==> src/rtl/cfg_avmm_csr_slave.sv <==
// -----------------------------------------------------------------------------
// cfg_avmm_csr_slave
//
// Purpose:
//   Terminates the adapter's per-channel AVMM configuration bus. Holds a small
//   CSR file (register 0 is a W1C sticky status register, the rest are plain
//   RW control registers), inserts a fixed number of wait states per access,
//   and exports every CSR as one flat vector to the downstream datapath.
//
// Handshake:
//   The master raises read and/or write with address/data and holds all of
//   them stable while o_cfg_avmm_waitreq is high. A command is accepted on the
//   rising edge of a cycle in which a request is present and waitreq is low;
//   that happens exactly WAIT_CYCLES cycles after the request first appears.
//   Read data comes back as a one-cycle o_cfg_avmm_rdatavld pulse in the cycle
//   after acceptance; o_cfg_avmm_rdata is zero whenever rdatavld is low.
//
// Ports:
//   i_cfg_avmm_clk       config clock, the only clock in the block
//   i_cfg_avmm_rst_n     asynchronous, active-low reset
//   i_cfg_avmm_addr      byte address; word index is addr[16:2]
//   i_cfg_avmm_byte_en   write byte enables
//   i_cfg_avmm_read      read request
//   i_cfg_avmm_write     write request (wins when both are high)
//   i_cfg_avmm_wdata     write data
//   o_cfg_avmm_rdata     read data
//   o_cfg_avmm_rdatavld  read data valid, one-cycle pulse
//   o_cfg_avmm_waitreq   stall
//   i_status_set         per-bit set pulses into status register 0
//   o_csr_flat           register k on bits [32k+31:32k]
//   o_err_cnt            saturating count of decode and protocol errors
//   o_fsm_state          access FSM state (0 idle, 1 wait, 2 ack) for debug
// -----------------------------------------------------------------------------
module cfg_avmm_csr_slave #(
  parameter int          NUM_REGS    = 8,
  parameter int          WAIT_CYCLES = 2,
  parameter logic [31:0] ERR_RDATA   = 32'hDEAD_C0DE
) (
  input  logic                     i_cfg_avmm_clk,
  input  logic                     i_cfg_avmm_rst_n,
  input  logic [16:0]              i_cfg_avmm_addr,
  input  logic [3:0]               i_cfg_avmm_byte_en,
  input  logic                     i_cfg_avmm_read,
  input  logic                     i_cfg_avmm_write,
  input  logic [31:0]              i_cfg_avmm_wdata,
  output logic [31:0]              o_cfg_avmm_rdata,
  output logic                     o_cfg_avmm_rdatavld,
  output logic                     o_cfg_avmm_waitreq,
  input  logic [31:0]              i_status_set,
  output logic [NUM_REGS*32-1:0]   o_csr_flat,
  output logic [7:0]               o_err_cnt,
  output logic [1:0]               o_fsm_state
);

  typedef enum logic [1:0] {
    ST_IDLE = 2'd0,
    ST_WAIT = 2'd1,
    ST_ACK  = 2'd2
  } state_t;

  localparam logic [3:0]  CNT_INIT     = 4'(WAIT_CYCLES - 1);
  localparam logic [14:0] NUM_REGS_IDX = 15'(NUM_REGS);

  state_t                 state;
  logic [3:0]             cnt;
  logic [NUM_REGS*32-1:0] csr_q;
  logic [NUM_REGS*32-1:0] csr_nxt;
  logic [31:0]            rdata_q;
  logic                   rdatavld_q;
  logic [7:0]             err_q;

  logic                   req;
  logic [14:0]            idx;
  logic                   in_range;
  logic                   accept;
  logic                   wr_hit;
  logic [31:0]            be_mask;
  logic [31:0]            w1c_clr;
  logic [31:0]            rd_word;
  logic                   ev_drop;
  logic                   ev_oor;
  logic                   ev_both;
  logic [1:0]             err_inc;
  logic [8:0]             err_sum;
  logic [7:0]             err_nxt;

  // Byte-lane bits of the address carry no meaning for a 32-bit CSR file.
  logic                   unused_addr_lsb;
  assign unused_addr_lsb = ^i_cfg_avmm_addr[1:0];

  assign req      = i_cfg_avmm_read | i_cfg_avmm_write;
  assign idx      = i_cfg_avmm_addr[16:2];
  assign in_range = (idx < NUM_REGS_IDX);
  assign accept   = (state == ST_ACK) && req;
  // A simultaneous read+write is handled as a write only.
  assign wr_hit   = accept && i_cfg_avmm_write && in_range;

  assign be_mask = {{8{i_cfg_avmm_byte_en[3]}}, {8{i_cfg_avmm_byte_en[2]}},
                    {8{i_cfg_avmm_byte_en[1]}}, {8{i_cfg_avmm_byte_en[0]}}};

  assign w1c_clr = (wr_hit && (idx == 15'd0)) ? (i_cfg_avmm_wdata & be_mask) : 32'd0;

  // Next CSR contents: byte-merged RW writes for 1..NUM_REGS-1, and the sticky
  // status register where a same-cycle set pulse overrides a W1C clear.
  always_comb begin
    csr_nxt = csr_q;
    for (int k = 1; k < NUM_REGS; k++) begin
      if (wr_hit && (idx == 15'(k))) begin
        csr_nxt[k*32 +: 32] = (csr_q[k*32 +: 32] & ~be_mask) |
                              (i_cfg_avmm_wdata & be_mask);
      end
    end
    csr_nxt[31:0] = (csr_q[31:0] & ~w1c_clr) | i_status_set;
  end

  // Read mux; anything that decodes to no register returns the error pattern.
  always_comb begin
    rd_word = ERR_RDATA;
    for (int k = 0; k < NUM_REGS; k++) begin
      if (idx == 15'(k)) begin
        rd_word = csr_q[k*32 +: 32];
      end
    end
  end

  // Error events. A drop in WAIT cannot coincide with an accept, but an
  // out-of-range read+write is two independent faults and counts twice.
  assign ev_drop = (state == ST_WAIT) && !req;
  assign ev_oor  = accept && !in_range;
  assign ev_both = accept && i_cfg_avmm_read && i_cfg_avmm_write;
  assign err_inc = {1'b0, ev_drop} + {1'b0, ev_oor} + {1'b0, ev_both};
  assign err_sum = {1'b0, err_q} + {7'd0, err_inc};
  assign err_nxt = err_sum[8] ? 8'hFF : err_sum[7:0];

  // Access FSM plus all registered state of the block.
  always_ff @(posedge i_cfg_avmm_clk or negedge i_cfg_avmm_rst_n) begin
    if (!i_cfg_avmm_rst_n) begin
      state      <= ST_IDLE;
      cnt        <= 4'd0;
      csr_q      <= '0;
      rdata_q    <= 32'd0;
      rdatavld_q <= 1'b0;
      err_q      <= 8'd0;
    end else begin
      csr_q      <= csr_nxt;
      err_q      <= err_nxt;
      rdata_q    <= 32'd0;
      rdatavld_q <= 1'b0;

      case (state)
        ST_IDLE: begin
          if (req) begin
            cnt   <= CNT_INIT;
            state <= (WAIT_CYCLES == 1) ? ST_ACK : ST_WAIT;
          end
        end
        ST_WAIT: begin
          if (!req) begin
            // Master abandoned the command: no side effects beyond the error.
            state <= ST_IDLE;
          end else if (cnt == 4'd1) begin
            state <= ST_ACK;
          end else begin
            cnt <= cnt - 4'd1;
          end
        end
        ST_ACK: begin
          // Always back to IDLE so a held request starts a fresh access.
          state <= ST_IDLE;
          if (accept && i_cfg_avmm_read && !i_cfg_avmm_write) begin
            rdata_q    <= rd_word;
            rdatavld_q <= 1'b1;
          end
        end
        default: begin
          state <= ST_IDLE;
        end
      endcase
    end
  end

  // Stall is combinational so that a fresh request is held off in the very
  // cycle it appears, and so that it reads high for the whole reset.
  assign o_cfg_avmm_waitreq  = !i_cfg_avmm_rst_n || (req && (state != ST_ACK));

  assign o_cfg_avmm_rdata    = rdata_q;
  assign o_cfg_avmm_rdatavld = rdatavld_q;
  assign o_csr_flat          = csr_q;
  assign o_err_cnt           = err_q;
  assign o_fsm_state         = state;

endmodule

==> config.mk <==
export PLATFORM = sky130hd
export DESIGN_NAME = cfg_avmm_csr_slave
export DESIGN_NICKNAME = d
export VERILOG_FILES = /design/src/rtl/cfg_avmm_csr_slave.sv
export SDC_FILE = /design/constraint.sdc
export NUM_CORES = 1
export LEC_CHECK = 0
export CAP_MARGIN = 10
export CORE_MARGIN = 4
export CORE_UTILIZATION = 44
export CTS_CLUSTER_SIZE = 25
export DETAILED_ROUTE_END_ITERATION = 8
export PLACE_DENSITY_LB_ADDON = 0.25
export SYNTH_ARGS = -nofsm -noshare
export SYNTH_HDL_FRONTEND = slang
export SYNTH_SLANG_ARGS = --single-unit
==> constraint.sdc <==
create_clock -name i_cfg_avmm_clk -period 3 [get_ports i_cfg_avmm_clk]
set_input_delay 0.3 -clock i_cfg_avmm_clk [delete_from_list [all_inputs] [get_ports i_cfg_avmm_clk]]
set_output_delay 0.3 -clock i_cfg_avmm_clk [all_outputs]
set_load 0.03 [all_outputs]
Word-level counts from Yosys, hierarchy flattened
Cells that the tools add are included.
- register bits: 303
- latch bits: 0
- bits in writable memories: 0
- bits in read-only memories: 0
- output and inout bits: 300
- word-level logic and storage cells: 102
- memories kept: 0
- add/subtract/negate cells: 4
- multipliers: 0
- div/mod/pow operators: 0
- $lt $le $gt $ge: 1
- equality and inequality tests: 15
- shift operators: 0
- muxes and demuxes: 22
- bitwise logic cells: 20
- reduce and logical (&&, ||, !) cells: 27
- operators by type and width (kind ; count):
    $mux 32 ; 11
    $and 32x32->32 ; 9
    $or 32x32->32 ; 8
    $not 32->32 ; 2
    $eq 15x3->1 const B ; 4
    $eq 15x2->1 const B ; 2
    $logic_and 1x1->1 ; 17
    $eq 15x1->1 const B ; 1
    $logic_not 15->1 ; 1
    $lt 15x4->1 const B ; 1
    $mux 4 ; 3
    $add 8x2->9 ; 1
    $mux 8 ; 1
    $ne 2x2->1 const B ; 4
    $pmux 4 s2 ; 1
    $mux 2 ; 3
    $eq 4x1->1 const B ; 1
    $logic_not 1->1 ; 4
    $pmux 2 s2 ; 1
    $reduce_and 4->1 ; 1
    $sub 4x1->4 const B ; 1
    $ne 3x2->1 const B ; 1
    $add 1x1->2 ; 1
    $add 2x1->2 ; 1
    8 further kinds ; 9

Logic depth before layout (Yosys ltp)
Gate-level depths: netlist of the first run.
- depth in word-level cells: 11
- mapped depth: 11

Least setup slack after synthesis of the first run
Ideal clock, no wire load.
- kind: register to register
- start: reg state[1], in the netlist o_fsm_state[1]
- end: reg err_q[0], in the netlist o_err_cnt[0]
- library setup time: 0.125 ns
- arrival: 2.810 ns
- data required time: 2.875 ns
- slack: 0.065 ns
- stages on the path, launching flop included: 12
- path buffers: 1
- path through: dfrtp_1 > nor2b_1 > and2_1 > buf_2 > nand2_1 > fa_1 > inv_1 > ha_1 > fa_1 > and2_1 > nand3_1 > nand2b_1
- longest elaborated chain between the ends: 7
- elaborated cells on any way between the ends: 11
- classes of those cells: add/sub: 3; eq/ne: 2; mux: 1; reduce/logical: 5
- RTL lines (element ; RTL line ; source):
    start: declaration ; 64 ; state_t state;
    start signal: assignment ; 154 ; state <= (WAIT_CYCLES == 1) ? ST_ACK : ST_WAIT;
    $eq 2x2->1 ; 94 ; assign accept = (state == ST_ACK) && req;
    $logic_and 1x1->1 ; 94 ;
    $logic_and 1x1->1 (on tied branches) ; 129, 130 ;
    $add 1x1->2 or $logic_and 1x1->1 (tied branches) ; 131, 130 ;
    $add 2x1->2 (*) ; 131 ; assign err_inc = {1'b0, ev_drop} + {1'b0, ev_oor} + {1'b0, ev_both};
    $add 8x2->9 (*) ; 132 ; assign err_sum = {1'b0, err_q} + {7'd0, err_inc};
    $mux 8 (*) ; 133 ; assign err_nxt = err_sum[8] ? 8'hFF : err_sum[7:0];
    via err_nxt[0] ; 85 ; logic [7:0] err_nxt;
    end signal: assignment ; 146 ; err_q <= err_nxt;
    end: declaration ; 70 ; logic [7:0] err_q;
The timed path passes the listed nets; every way through them passes the cells marked *.
A chain may end at the register's enable or synchronous reset.

Worst setup path in the final report of the first run
- start: reg state[1], in the netlist o_fsm_state[1]
- end: reg err_q[4], in the netlist o_err_cnt[4]
The elaborated chain is that of the path after synthesis.

==> flow_summary.ini, run 1 <==
[outcome]
run_status = finished, final reports clean

[worst_setup_path]
worst_setup_path_startpoint = o_fsm_state[1]
crit-reg2reg-launch = o_fsm_state[1]
reg2reg_to = o_err_cnt[4]
rr_worst_depth = 10
timing.critical_path.to_type = flip-flop
startpoint_type = flip-flop
slowest_delay_ns = 0.50
category_of_the_critical_setup_timing_path = reg -> reg
worst_path_max_delay_cell = sky130_fd_sc_hd__fa_1
cp_cell_sequence = nor2b_1, and2_1, nand2_1, fa_1, inv_1, ha_1, fa_1, and2_1, nand3_1, nand2_1
arr_time_crit_path_ns = 3.09
reg2reg_slack_ns = 0.30
critical_path.max_fanout = 6
critical_path_sink = o_err_cnt[4]
timing.critical_path.required_ns = 3.38

[timing]
timing.slew.headroom = 0.449
setup_viol = 0
pin_slew_with_the_least_headroom_to_its_limit_ns = 0.827
timing.clock.skew_ns = 0.0100
report.final.hold_viol_count = 0
post-route-worst-setup-slack_ns = 0.298
slew_viol_final = 0
final_min_period_over_clock_period = 0.901
timing.final.crit_period_ns = 2.70
grt_setup_unrepaired = false
clock.fmax_ghz = 0.370

[logic_synthesis]
synth_enable_flop_cells = 0
syn-mean-instance-area_um2 = 12.2
yosys_most_used_dff = sky130_fd_sc_hd__dfrtp_1
syn-cell-area_um2 = 13900
ys_async_sr_fraction = 1.00
ys_warn_count = 0
ys_seq_elements = 303
mappedNetlistNets = 1242
ys_seq_area_frac = 0.544
post_synth_inst_count = 1147
yosys.cell_types.count = 54

[clock_tree]
tritoncts_num_sinks = 303
cts_tree = built
max-clock-path-buffers = 3
post_cts_buffers = 0
clock-root-buffer = sky130_fd_sc_hd__clkbuf_16
numCtsBuffers = 36
clk_latency_ns = 0.51
clk_pin_slew_worst_paths_ns = 0.06
htreeDepth = 2

[global_route]
grt_max_degree = 125
grt_antenna_before_repair = 1
grt_overflow_total = 0
gr-usage-all-layers = 0.285
grt_first_pass_wirelength_um = 74900
vias_in_the_first_global_route = 12013

[placement]
gp_congestion = 0.866
io_buffer_count = 386
place.detailed.hpwl_um = 35200
placement.cell_area_um2 = 18500
pre_cts_slack_ns = -0.0320

[drt]
drt_iter0_markers = 788
detail-route-antenna-nets = 0
wirelength_per_cell_um = 25.6
detailroute.via_count = 11609
route.detailed.drc = 0
dr.pass1.iters = 5
detail_route.vias_per_cell = 5.85
detail_route.wirelength_um = 50900

[final_layout]
final_layout_size_suffix_gt1_frac = 0.247
mostFrequentLayoutCell = sky130_fd_sc_hd__clkdlybuf4s50_1
num-nets-final = 1661
mostFrequentLayoutCells = sky130_fd_sc_hd__clkdlybuf4s50_1, sky130_fd_sc_hd__dfrtp_1, sky130_fd_sc_hd__mux2_2, sky130_fd_sc_hd__o21ai_0, sky130_fd_sc_hd__a21oi_1
flow.area_growth_from_synthesis_pct = 41.0
layout.cell_area.non_filler_um2 = 19700
layout.filler_cells = 2432
fin_util = 0.636

[floorplanning]
die-height_um = 186
floorplan.die_area_um2 = 34600
design.portCount = 389
rows = 64
floorplan.initialDensity = 0.451
fp.coreArea_um2 = 30900
die_width_um = 186

[power_and_ir_drop]
leakage_nw = 8.67
ir_worst_vdd_uv = 580
powerDensity_nw_per_um2 = 486

[flow_run]
drv_cap = 0

[hold_path]
class_of_the_tightest_hold_or_removal_check = in -> async
-- synthesized netlist by cell type, types with 8 or more instances --
master | count | share of area
sky130_fd_sc_hd__nand3_1 | 21 | 0.0075
sky130_fd_sc_hd__buf_2 | 12 | 0.0043
sky130_fd_sc_hd__nand2_2 | 8 | 0.0036
sky130_fd_sc_hd__mux2_2 | 229 | 0.18
sky130_fd_sc_hd__dfrtp_1 | 303 | 0.54
sky130_fd_sc_hd__nand2_1 | 63 | 0.017
sky130_fd_sc_hd__mux2_4 | 8 | 0.0086
sky130_fd_sc_hd__nor2_4 | 20 | 0.016
sky130_fd_sc_hd__o22ai_1 | 33 | 0.015
sky130_fd_sc_hd__nand4_1 | 8 | 0.0036
sky130_fd_sc_hd__a21oi_1 | 71 | 0.025
sky130_fd_sc_hd__inv_1 | 10 | 0.0027
sky130_fd_sc_hd__a21o_1 | 34 | 0.018
sky130_fd_sc_hd__nor3_1 | 18 | 0.0065
sky130_fd_sc_hd__o21ai_0 | 88 | 0.032
sky130_fd_sc_hd__nor2_1 | 51 | 0.014
sky130_fd_sc_hd__and3_1 | 14 | 0.0063
sky130_fd_sc_hd__mux2_1 | 11 | 0.0089
sky130_fd_sc_hd__clkbuf_1 | 34 | 0.0092
sky130_fd_sc_hd__mux2i_1 | 11 | 0.0079
sky130_fd_sc_hd__o211ai_1 | 19 | 0.010
-- metrics by stage --
| step | hold WS [ns] | instances | setup TNS (ns) | power [mW] |
|---|---|---|---|---|
| after floorplan | 0.00441 | 1147 | 0 | 4.82 |
| after global placement | 0.192 | 1923 | 0 | 5.37 |
| after detailed placement | 0.192 | 1923 | -0.268 | 5.39 |
| after CTS | 0.249 | 1984 | 0 | 9.60 |
| after global routing | 0.261 | 1985 | 0 | 9.88 |
| final | 0.246 | 1985 | 0 | 9.55 |
-- layout make-up --
cell class	count	area (um^2)	area share
flip-flops and latches	303	7580	0.386
repair buffers	434	4310	0.219
well taps	396	495	0.0252
clock inverters	13	125	0.00636
multi-input cells	780	6100	0.310
diodes	1	2.50	0.000127
inverters	11	41.3	0.00210
clock buffers	47	1000	0.0510
-- worst max-delay path, delay by kind of cell, from the launching register on --
family        cells  cell delay (ns)
simple gates      6             0.98
buf+inv           1             0.04
fa+ha+maj         3             1.14
flops             1             0.42
-- report_power, final --
group          internal [mW]  leakage (nW)  switching (mW)
Clock                   2.52         0.561            1.70
Sequential              4.17          4.04          0.0749
Combinational          0.418          4.07           0.661
-- cells by family (layout without fill, tap and decap cells) --
kind of cell,after synthesis,in the layout,synth area share
flip-flops,303,303,0.544
AO/OA/AOI/OAI,269,269,0.114
multiplexers,259,259,0.210
AND/OR/NAND/NOR,242,242,0.102
buffers and inverters,64,505,0.0199
adder cells (fa/ha/maj),6,6,0.00646
XOR/XNOR,4,4,0.00251
other,0,1,0
-- metal layers --
layer | GRT usage | part of all wire | up-vias | wire length [um]
met3 | 0.0743 | 0.084 | 94 | 4290
met1 | 0.373 | 0.40 | 5937 | 20400
met4 | 0.0947 | 0.032 | 0 | 1640
li1 | - | - | 5029 | -
met2 | 0.467 | 0.48 | 549 | 24500
met5 | 0 | 0 | - | 0
-- what timing repair did --
action                    CTS  global route
hold buffers                1             0
hold endpoints to repair   27             0
resized for setup           0             0
-- worst min-delay path by stage --
stage                     startpoint        end  slack [ns]  depth (start not counted)
floorplan           i_cfg_avmm_rst_n  async pin       0.004                          0
global placement    i_cfg_avmm_rst_n  async pin        0.19                          1
detailed placement  i_cfg_avmm_rst_n  async pin        0.19                          1
CTS                 i_cfg_avmm_rst_n  async pin        0.25                          2
global route        i_cfg_avmm_rst_n  async pin        0.26                          2
finish              i_cfg_avmm_rst_n  async pin        0.25                          2
(Power assumes the default switching activity.)
==> run 2, diff against run 1 <==
--- a/config.mk
+++ b/config.mk
@@ -6,8 +6,10 @@
 export NUM_CORES = 1
 export LEC_CHECK = 0
 export CAP_MARGIN = 10
+export CELL_PAD_IN_SITES_DETAIL_PLACEMENT = 2
+export CELL_PAD_IN_SITES_GLOBAL_PLACEMENT = 2
 export CORE_MARGIN = 4
-export CORE_UTILIZATION = 44
+export CORE_UTILIZATION = 28
 export CTS_CLUSTER_SIZE = 25
 export DETAILED_ROUTE_END_ITERATION = 8
 export PLACE_DENSITY_LB_ADDON = 0.25
==> run 2 against run 1 <==
  * First-iteration DRC count fell by 27%
  * Global-route usage fell by 5.4 points
  * Largest cell class unchanged
  * Critical endpoint is now o_err_cnt[5]
  * Critical path type unchanged
  * Sequential share of layout area shrank 1.5 points
  * Maximum frequency decreased by 3.0%
==> flow_summary.ini, run 2 (same netlist as run 1, synthesis figures left out) <==
[worst_setup_path]
critical_path_sink = o_err_cnt[5]
worst_setup_path_startpoint = o_fsm_state[0]
worst_path_bufs_invs = 1
reg2reg_slack_ns = 0.21
category_of_the_critical_setup_timing_path = reg -> reg
timing.critical_path.required_ns = 3.42
critical_path.max_fanout = 6
cp_cell_sequence = nor2b_2, and2_1, nand2_1, fa_1, inv_1, ha_1, fa_1, and2_1, nand3_1, nand2_1
rr_worst_depth = 10
crit-reg2reg-launch = o_fsm_state[0]
cpLargestDelayFamily = adder cells
worst_path_max_delay_cell = sky130_fd_sc_hd__fa_1
slowest_delay_ns = 0.50
arr_time_crit_path_ns = 3.21
startpoint_type = flip-flop
timing.critical_path.to_type = flip-flop
cp_num_cells = 10
reg2reg_to = o_err_cnt[5]

[drt]
detail_route.vias_per_cell = 5.09
detail_route.wirelength_um = 63200
detail-route-antenna-nets = 0
route.detailed.drc = 0
wirelength_per_cell_um = 27.7
drt_iter0_markers = 572
dr.pass1.iters = 4
detailroute.via_count = 11605

[clock_tree]
numCtsBuffers = 39
post_cts_buffers = 0
clk_pin_slew_worst_paths_ns = 0.06
htreeDepth = 2
max-clock-path-buffers = 3
cts_tree = built
clock-root-buffer = sky130_fd_sc_hd__clkbuf_16
tritoncts_num_sinks = 303
clk_latency_ns = 0.56

[final_layout]
final_layout_size_suffix_gt1_frac = 0.268
mostFrequentLayoutCell = sky130_fd_sc_hd__clkdlybuf4s50_1
mostFrequentLayoutCells = sky130_fd_sc_hd__clkdlybuf4s50_1, sky130_fd_sc_hd__dfrtp_1, sky130_fd_sc_hd__mux2_2, sky130_fd_sc_hd__o21ai_0, sky130_fd_sc_hd__a21oi_1
flow.area_growth_from_synthesis_pct = 46.7
final_cell_count_no_fill = 2282
layout.filler_cells = 5103
insertedDiodeCount = 0
num-nets-final = 1684

[timing]
timing.slew.headroom = 0.403
timing.clock.skew_ns = 0.0104
report.final.hold_viol_count = 0
setup_viol = 0
timing.final.crit_period_ns = 2.79
pin_slew_with_the_least_headroom_to_its_limit_ns = 0.895
final_min_period_over_clock_period = 0.928
slew_viol_final = 0
grt_setup_unrepaired = false
clock.fmax_ghz = 0.359
hold_ws_ns = 0.248

[floorplanning]
die-height_um = 231
die_width_um = 231
design.portCount = 389
fp.coreArea_um2 = 49100
floorplan.initialDensity = 0.284
rows = 81
floorplan.die_area_um2 = 53400

[outcome]
run_status = finished, final reports clean

[hold_path]
class_of_the_tightest_hold_or_removal_check = in -> async

[power_and_ir_drop]
powerDensity_nw_per_um2 = 499
leakage_nw = 8.90
ir_worst_vdd_uv = 333

[global_route]
gr-usage-all-layers = 0.232
vias_in_the_first_global_route = 13196
grt_max_degree = 129
grt_overflow_total = 0
grt_first_pass_wirelength_um = 92500
grt_antenna_before_repair = 3

[placement]
number_of_cells_after_detailed_placement = 2211
gp_congestion = 0.776
io_buffer_count = 386
place.detailed.hpwl_um = 45000

[flow_run]
drv_cap = 0
run 2: changes by cell type in the layout (fill, tap and decap cells not counted), sizes merged:
cell,delta
clkinv,+2
buf,+21
clkbuf,+8
diode,-1
clkdlybuf4s50,-1
bufinv,-1
inv,+1
run 2: cell type report:
class	count	area [um^2]	area share
multi-input cells	780	6120	0.299
clock buffers	55	1200	0.0585
inverters	11	41.3	0.00202
flip-flops and latches	303	7580	0.371
clock inverters	15	114	0.00557
well taps	664	831	0.0406
repair buffers	454	4570	0.224
run 2: worst min-delay path by stage:
stage	from	cells after the start	to
after CTS	i_cfg_avmm_rst_n	2	o_csr_flat[12]
after floorplan	i_cfg_avmm_rst_n	0	async pin
after detailed placement	i_cfg_avmm_rst_n	1	o_err_cnt[4]
final	i_cfg_avmm_rst_n	2	o_err_cnt[4]
after global routing	i_cfg_avmm_rst_n	2	o_err_cnt[4]
after global placement	i_cfg_avmm_rst_n	1	o_err_cnt[4]
run 2: through the flow:
stage / setup WS (ns) / TNS [ns] / power, mW / instance area [um^2] / util
after floorplan: 0.0653 / 0 / 4.82 / 13900 / -
after global placement: 0.0427 / 0 / 5.45 / 19100 / 0.390
after detailed placement: -0.0770 / -0.383 / 5.49 / 19100 / 0.390
after CTS: 0.0633 / 0 / 10.4 / 20500 / 0.417
after global routing: 0.0527 / 0 / 10.7 / 20500 / 0.417
final: 0.215 / 0 / 10.2 / 20500 / 0.417
run 2: worst register-to-register path, stage by stage (launching register included):
cell	delay [ns]
sky130_fd_sc_hd__dfrtp_1	0.38
sky130_fd_sc_hd__nor2b_2	0.23
sky130_fd_sc_hd__and2_1	0.21
sky130_fd_sc_hd__nand2_1	0.09
sky130_fd_sc_hd__fa_1	0.50
sky130_fd_sc_hd__inv_1	0.04
sky130_fd_sc_hd__ha_1	0.21
sky130_fd_sc_hd__fa_1	0.49
sky130_fd_sc_hd__and2_1	0.19
sky130_fd_sc_hd__nand3_1	0.22
sky130_fd_sc_hd__nand2_1	0.10
run 2: power breakdown:
part / total (mW) / internal [mW] / switching, mW
registers: 4.25 / 4.17 / 0.0711
logic: 1.16 / 0.444 / 0.715
clock network: 4.80 / 2.86 / 1.94
total: 10.2 / 7.48 / 2.72
run 2: what timing repair did:
| item | 4_1_cts | 5_1_grt |
|---|---|---|
| endpoints found under the setup margin | 0 | 6 |
| hold buffers | 1 | 0 |
| endpoints found under the hold margin | 46 | 0 |
| resized for setup | 0 | 1 |
run 2: metal layers:
layer	vias to the layer above	track usage	share of wire
li1	5079	-	-
met1	6121	0.289	0.42
met2	303	0.400	0.50
met3	96	0.0589	0.058
met4	6	0.0652	0.025
met5	-	0	0.00065
